### config.mk
export PLATFORM = sky130hd
export DESIGN_NAME = ble_rx_frame_parser
export DESIGN_NICKNAME = d
export VERILOG_FILES = /design/src/rtl/ble_rx_frame_parser.sv
export SDC_FILE = /design/constraint.sdc
export NUM_CORES = 1
export LEC_CHECK = 0
export CAP_MARGIN = 20
export CORE_MARGIN = 2
export CORE_UTILIZATION = 50
export DETAILED_ROUTE_END_ITERATION = 8
export PLACE_DENSITY = 0.68
export SLEW_MARGIN = 20
export SYNTH_ARGS = -nofsm -noshare
export SYNTH_HDL_FRONTEND = slang
export SYNTH_SLANG_ARGS = --single-unit
### constraint.sdc
create_clock -name clk -period 6.7 [get_ports clk]
set_input_delay 1.005 -clock clk [delete_from_list [all_inputs] [get_ports clk]]
set_output_delay 1.005 -clock clk [all_outputs]
set_load 0.01 [all_outputs]
### src/rtl/ble_rx_frame_parser.sv
// BLE control-path frame parser: delimits SOF/CMD/LEN/payload/CHK frames from
// the UART byte stream, checks length and XOR checksum, buffers the payload and
// holds each good frame for the consumer under a valid/ready handshake.
//
// Ports:
//   clk, rst_rx         clock, async active-high reset
//   in_byte, in_valid   received byte and its one-cycle strobe
//   out_valid/out_ready frame handshake; out_cmd/out_len describe the held frame
//   rd_index/rd_data    combinational payload read port (0 when index out of range)
//   err_pulse/err_code  one-cycle error strobe and sticky code of the last error
module ble_rx_frame_parser #(
    parameter logic [7:0]  SOF_BYTE       = 8'hAA,
    parameter int unsigned MAX_PAYLOAD    = 16,
    parameter int unsigned TIMEOUT_CYCLES = 25000
) (
    input  logic       clk,
    input  logic       rst_rx,
    input  logic [7:0] in_byte,
    input  logic       in_valid,
    output logic       out_valid,
    input  logic       out_ready,
    output logic [7:0] out_cmd,
    output logic [7:0] out_len,
    input  logic [7:0] rd_index,
    output logic [7:0] rd_data,
    output logic       err_pulse,
    output logic [1:0] err_code
);

    localparam int unsigned IDX_W      = (MAX_PAYLOAD > 1) ? $clog2(MAX_PAYLOAD) : 1;
    localparam logic [7:0]  MAX_LEN    = 8'(MAX_PAYLOAD);
    localparam logic [23:0] TIMER_LAST = 24'(TIMEOUT_CYCLES - 1);

    localparam logic [1:0] ERR_OVERRUN = 2'b00;
    localparam logic [1:0] ERR_LENGTH  = 2'b01;
    localparam logic [1:0] ERR_CHKSUM  = 2'b10;
    localparam logic [1:0] ERR_TIMEOUT = 2'b11;

    typedef enum logic [2:0] {
        S_IDLE, S_CMD, S_LEN, S_PAYLOAD, S_CHK, S_HOLD
    } state_t;

    state_t      state, state_d;
    logic [7:0]  cmd_d, len_d;
    logic [7:0]  acc, acc_d;
    logic [7:0]  cnt, cnt_d;
    logic [23:0] timer, timer_d;
    logic        out_valid_d, err_pulse_d;
    logic [1:0]  err_code_d;
    logic        wr_en;
    logic [7:0]  payload_q [MAX_PAYLOAD];

    // State and datapath registers; payload buffer written one byte per strobe
    always_ff @(posedge clk or posedge rst_rx) begin
        if (rst_rx) begin
            state     <= S_IDLE;
            out_valid <= 1'b0;
            out_cmd   <= 8'h00;
            out_len   <= 8'h00;
            acc       <= 8'h00;
            cnt       <= 8'h00;
            timer     <= 24'h0;
            err_pulse <= 1'b0;
            err_code  <= ERR_OVERRUN;
            for (int i = 0; i < int'(MAX_PAYLOAD); i++) begin
                payload_q[i] <= 8'h00;
            end
        end else begin
            state     <= state_d;
            out_valid <= out_valid_d;
            out_cmd   <= cmd_d;
            out_len   <= len_d;
            acc       <= acc_d;
            cnt       <= cnt_d;
            timer     <= timer_d;
            err_pulse <= err_pulse_d;
            err_code  <= err_code_d;
            if (wr_en) begin
                payload_q[cnt[IDX_W-1:0]] <= in_byte;
            end
        end
    end

    // Next-state and next-output logic
    always_comb begin
        state_d     = state;
        cmd_d       = out_cmd;
        len_d       = out_len;
        acc_d       = acc;
        cnt_d       = cnt;
        timer_d     = 24'h0;
        err_pulse_d = 1'b0;
        err_code_d  = err_code;
        wr_en       = 1'b0;

        unique case (state)
            S_IDLE: begin
                if (in_valid && (in_byte == SOF_BYTE)) begin
                    state_d = S_CMD;
                    acc_d   = 8'h00;
                end
            end
            S_CMD, S_LEN, S_PAYLOAD, S_CHK: begin
                if (in_valid) begin
                    // A byte arriving on the timeout cycle wins over the timeout
                    unique case (state)
                        S_CMD: begin
                            cmd_d   = in_byte;
                            acc_d   = in_byte;
                            state_d = S_LEN;
                        end
                        S_LEN: begin
                            if (in_byte > MAX_LEN) begin
                                err_pulse_d = 1'b1;
                                err_code_d  = ERR_LENGTH;
                                state_d     = S_IDLE;
                            end else begin
                                len_d   = in_byte;
                                acc_d   = acc ^ in_byte;
                                cnt_d   = 8'h00;
                                state_d = (in_byte == 8'h00) ? S_CHK : S_PAYLOAD;
                            end
                        end
                        S_PAYLOAD: begin
                            wr_en = 1'b1;
                            acc_d = acc ^ in_byte;
                            cnt_d = cnt + 8'd1;
                            if ((cnt + 8'd1) == out_len) begin
                                state_d = S_CHK;
                            end
                        end
                        default: begin
                            if (in_byte == acc) begin
                                state_d = S_HOLD;
                            end else begin
                                err_pulse_d = 1'b1;
                                err_code_d  = ERR_CHKSUM;
                                state_d     = S_IDLE;
                            end
                        end
                    endcase
                end else if (timer == TIMER_LAST) begin
                    err_pulse_d = 1'b1;
                    err_code_d  = ERR_TIMEOUT;
                    state_d     = S_IDLE;
                end else begin
                    timer_d = timer + 24'd1;
                end
            end
            S_HOLD: begin
                // Bytes arriving while a frame is held are dropped
                if (in_valid) begin
                    err_pulse_d = 1'b1;
                    err_code_d  = ERR_OVERRUN;
                end
                if (out_ready) begin
                    state_d = S_IDLE;
                end
            end
            default: begin
                state_d = S_IDLE;
            end
        endcase

        out_valid_d = (state_d == S_HOLD);
    end

    // Combinational payload read port
    always_comb begin
        rd_data = 8'h00;
        if (rd_index < MAX_LEN) begin
            rd_data = payload_q[rd_index[IDX_W-1:0]];
        end
    end

endmodule

==> flow_summary.json <==
{
  "hp-start": "timer[0]",
  "netlist_top_cells_area": "dfrtp_1 50%, mux2_2 17%, mux4_2 9.5%",
  "cts-hold-fix-buffers": 0,
  "skew_ns": 0.0121,
  "rows": 50,
  "die_x_um": 142,
  "path_class": "in -> out",
  "clockPowerShare_pct": 38.9,
  "overflow": 0,
  "netlist_top_cells_count": "191 x dfrtp_1, 140 x mux2_2, 45 x nor2_1, 40 x mux4_2, 31 x nand2_1",
  "status": "finished, final reports clean",
  "slew_viol_final": 0,
  "areaGrowthSynthToFinish_pct": 12.0,
  "avgViaCountPerCell": 6.12,
  "ir_worst_vdd_v": 0.000173,
  "ys_seq_area_share_pct": 50.4,
  "clk_latency_ns": 0.44,
  "arrival_ns": 3.41,
  "p_seq_share_pct": 49.6,
  "synth.cell_area_um2": 9480,
  "syn_nets": 762,
  "grt_setup_unrepaired": "false",
  "p_sw_uw": 684,
  "drt-initial-drc-count": 612,
  "vias": 6148,
  "regArea_um2": 4780,
  "core-area_um2": 18600,
  "cts.sinks": 191,
  "fin_cells": 1004,
  "synth_top_area_cell": "dfrtp_1",
  "switching_share_pct": 26.7,
  "setup_violations": 0,
  "wl_um": 21600,
  "grt_pass1_vias": 6203,
  "worstSetupStartpoint": "rd_index[1]",
  "syn_inst": 737,
  "p_int_uw": 1870,
  "clk_path_buf_depth": 2,
  "end_kind": "output port",
  "io_pins": 48,
  "antenna_left": 0,
  "track_usage_pct": 22.5,
  "finalHoldViolations": 0,
  "start_kind": "input port",
  "ys_warn_count": 0,
  "drc_errors": 0,
  "synth_edf_count": 0,
  "die_height_um": 142,
  "post_cts_buffers": 0,
  "grt_max_degree": 73,
  "yosysMostFrequentCell": "dfrtp_1",
  "ctsResizeCount": 0,
  "fin_nets": 782,
  "die_area_um2": 20100,
  "synth_top_area_share_pct": 50.4,
  "min_period_over_period_pct": 66.0,
  "hp-class": "reg -> reg",
  "relSlewSlack_pct": 31.8,
  "fmax_ghz": 0.226,
  "tns_ns": 0,
  "synth_seq_cells": 191,
  "cts_tree": "yes",
  "cp_max_fo": 32,
  "grt_first_pass_wirelength_um": 34400,
  "cp_slowest_cell": "clkdlybuf4s50_1",
  "async_flop_share_pct": 100,
  "port-buffer-count": 47,
  "multi_input_area_um2": 4430,
  "worst_pin_slew_ns": 1.02,
  "root_buffer": "clkbuf_16",
  "nFillCells": 1447,
  "n_antenna_cell": 0,
  "required_ns": 5.69,
  "fin_crit_ns": 4.42,
  "pwr-share-comb_pct": 11.5,
  "critPathMaxStageDelay_ns": 0.51,
  "synth_cell_types": 58,
  "dpl.hpwl_um": 13800,
  "avgSynthCellArea_um2": 12.9,
  "grt_antenna_before_repair": 0,
  "dp.cells": 972,
  "synth_flop_cell": "dfrtp_1",
  "power_density_nw_per_um2": 241,
  "power.leakage_uw": 0.00485,
  "gp_congestion": 0.861,
  "crit_path_cell_trace": "clkdlybuf4s50_1 -> buf_4 -> mux4_2 -> mux4_2 -> nor2b_1 -> clkdlybuf4s50_1",
  "drive_gt1_share_pct": 31.4,
  "wire_per_inst_um": 21.5,
  "cts.reportedPaths.clkPinSlew_ns": 0.07,
  "drv_cap": 0,
  "drt_first_pass_iters": 5,
  "numCtsBuffers": 17,
  "cts_htree_levels": 4,
  "r2r_start": "state[1]",
  "start_util_pct": 50.9,
  "regToRegSetupSlack_ns": 3.80
}
[layout make-up]
type	count	share of cell area, %
Clock inverter	15	1.40
Timing Repair Buffer	52	4.76
Multi-Input combinational cell	486	41.7
Sequential cell	191	45.0
Inverter	9	0.365
Tap cell	234	2.76
Clock buffer	17	4.00
[metrics by stage]
stage | hold WS (ns) | power [µW] | util (%) | setup WS, ns | area, µm²
final | 0.464 | 2560 | 57.0 | 2.28 | 10600
after global routing | 0.504 | 2660 | 57.0 | 2.21 | 10600
after CTS | 0.464 | 2580 | 57.0 | 2.01 | 10600
after detailed placement | 0.454 | 1590 | 53.9 | 2.01 | 10000
after global placement | 0.457 | 1570 | 53.9 | 2.10 | 10000
after floorplan | 0.433 | 1460 | - | 0.496 | 9480
[path summary, 6_finish.rpt]
path | endpoint | depth (start not counted)
setup / recovery | rd_data[4] | 6
hold reg to reg | timer[0] | 1
max in group asynchronous | payload_q[90] | 3
setup reg to reg | payload_q[5] | 4
hold / removal | timer[0] | 1
min in group asynchronous | out_len[2] | 2
[layer usage]
metal	global-route usage, %	vias up	wire, µm
met1	30.4	3187	9420
met3	4.79	32	1140
met2	36.7	183	10700
met4	7.16	0	389
li1	-	2746	-
met5	0	-	0
[power by group through the flow]
stage / registers [µW] / clock network [µW] / logic (µW)
3_3_place_gp: 1280 / 0 / 288
4_1_cts: 1270 / 1010 / 297
2_1_floorplan: 1290 / 0 / 178
3_5_place_dp: 1290 / 0 / 295
5_1_grt: 1280 / 1060 / 322
6_report: 1270 / 995 / 294
[sequential cells by signal, indices dropped and copies added (netlist names)]
name,count
payload_q,128
state,3
timer,24
acc,8
err_pulse,1
out_len,8
err_code,2
out_cmd,8
cnt,8
out_valid,1
[critical path, delay by kind of cell]
family	cells	cell delay, ns
buf+inv	3	1.37
mux	2	0.84
simple gates	1	0.18
[placed cells by master (no fill, tap or decap), types with 6 or more instances in the layout]
| cell | synthesis | final |
|---|---|---|
| o21ai_0 | 29 | 29 |
| nor2_1 | 45 | 45 |
| nand4_1 | 11 | 11 |
| xor2_1 | 20 | 20 |
| mux4_2 | 40 | 40 |
| nor3_1 | 15 | 15 |
| buf_4 | 2 | 6 |
| clkbuf_16 | 0 | 17 |
| nor2b_1 | 16 | 16 |
| dfrtp_1 | 191 | 191 |
| clkdlybuf4s50_1 | 0 | 46 |
| inv_1 | 9 | 8 |
| nand3_2 | 12 | 12 |
| a21oi_1 | 13 | 13 |
| and2_1 | 6 | 6 |
| mux2_2 | 140 | 140 |
| and3_1 | 11 | 11 |
| nand2_1 | 31 | 31 |
| nor4_1 | 8 | 8 |
| nand3_1 | 12 | 12 |
| xnor2_1 | 19 | 19 |
[kinds of logic after synthesis]
| kind of cell | share of synthesized area, % |
|---|---|
| multiplexers | 26.3 |
| XOR/XNOR | 3.60 |
| AO/OA/AOI/OAI | 4.99 |
| adder cells (fa/ha/maj) | 0.660 |
| buffers and inverters | 2.84 |
| AND/OR/NAND/NOR | 11.2 |
| flip-flops | 50.4 |
(Power assumes the default switching activity.)
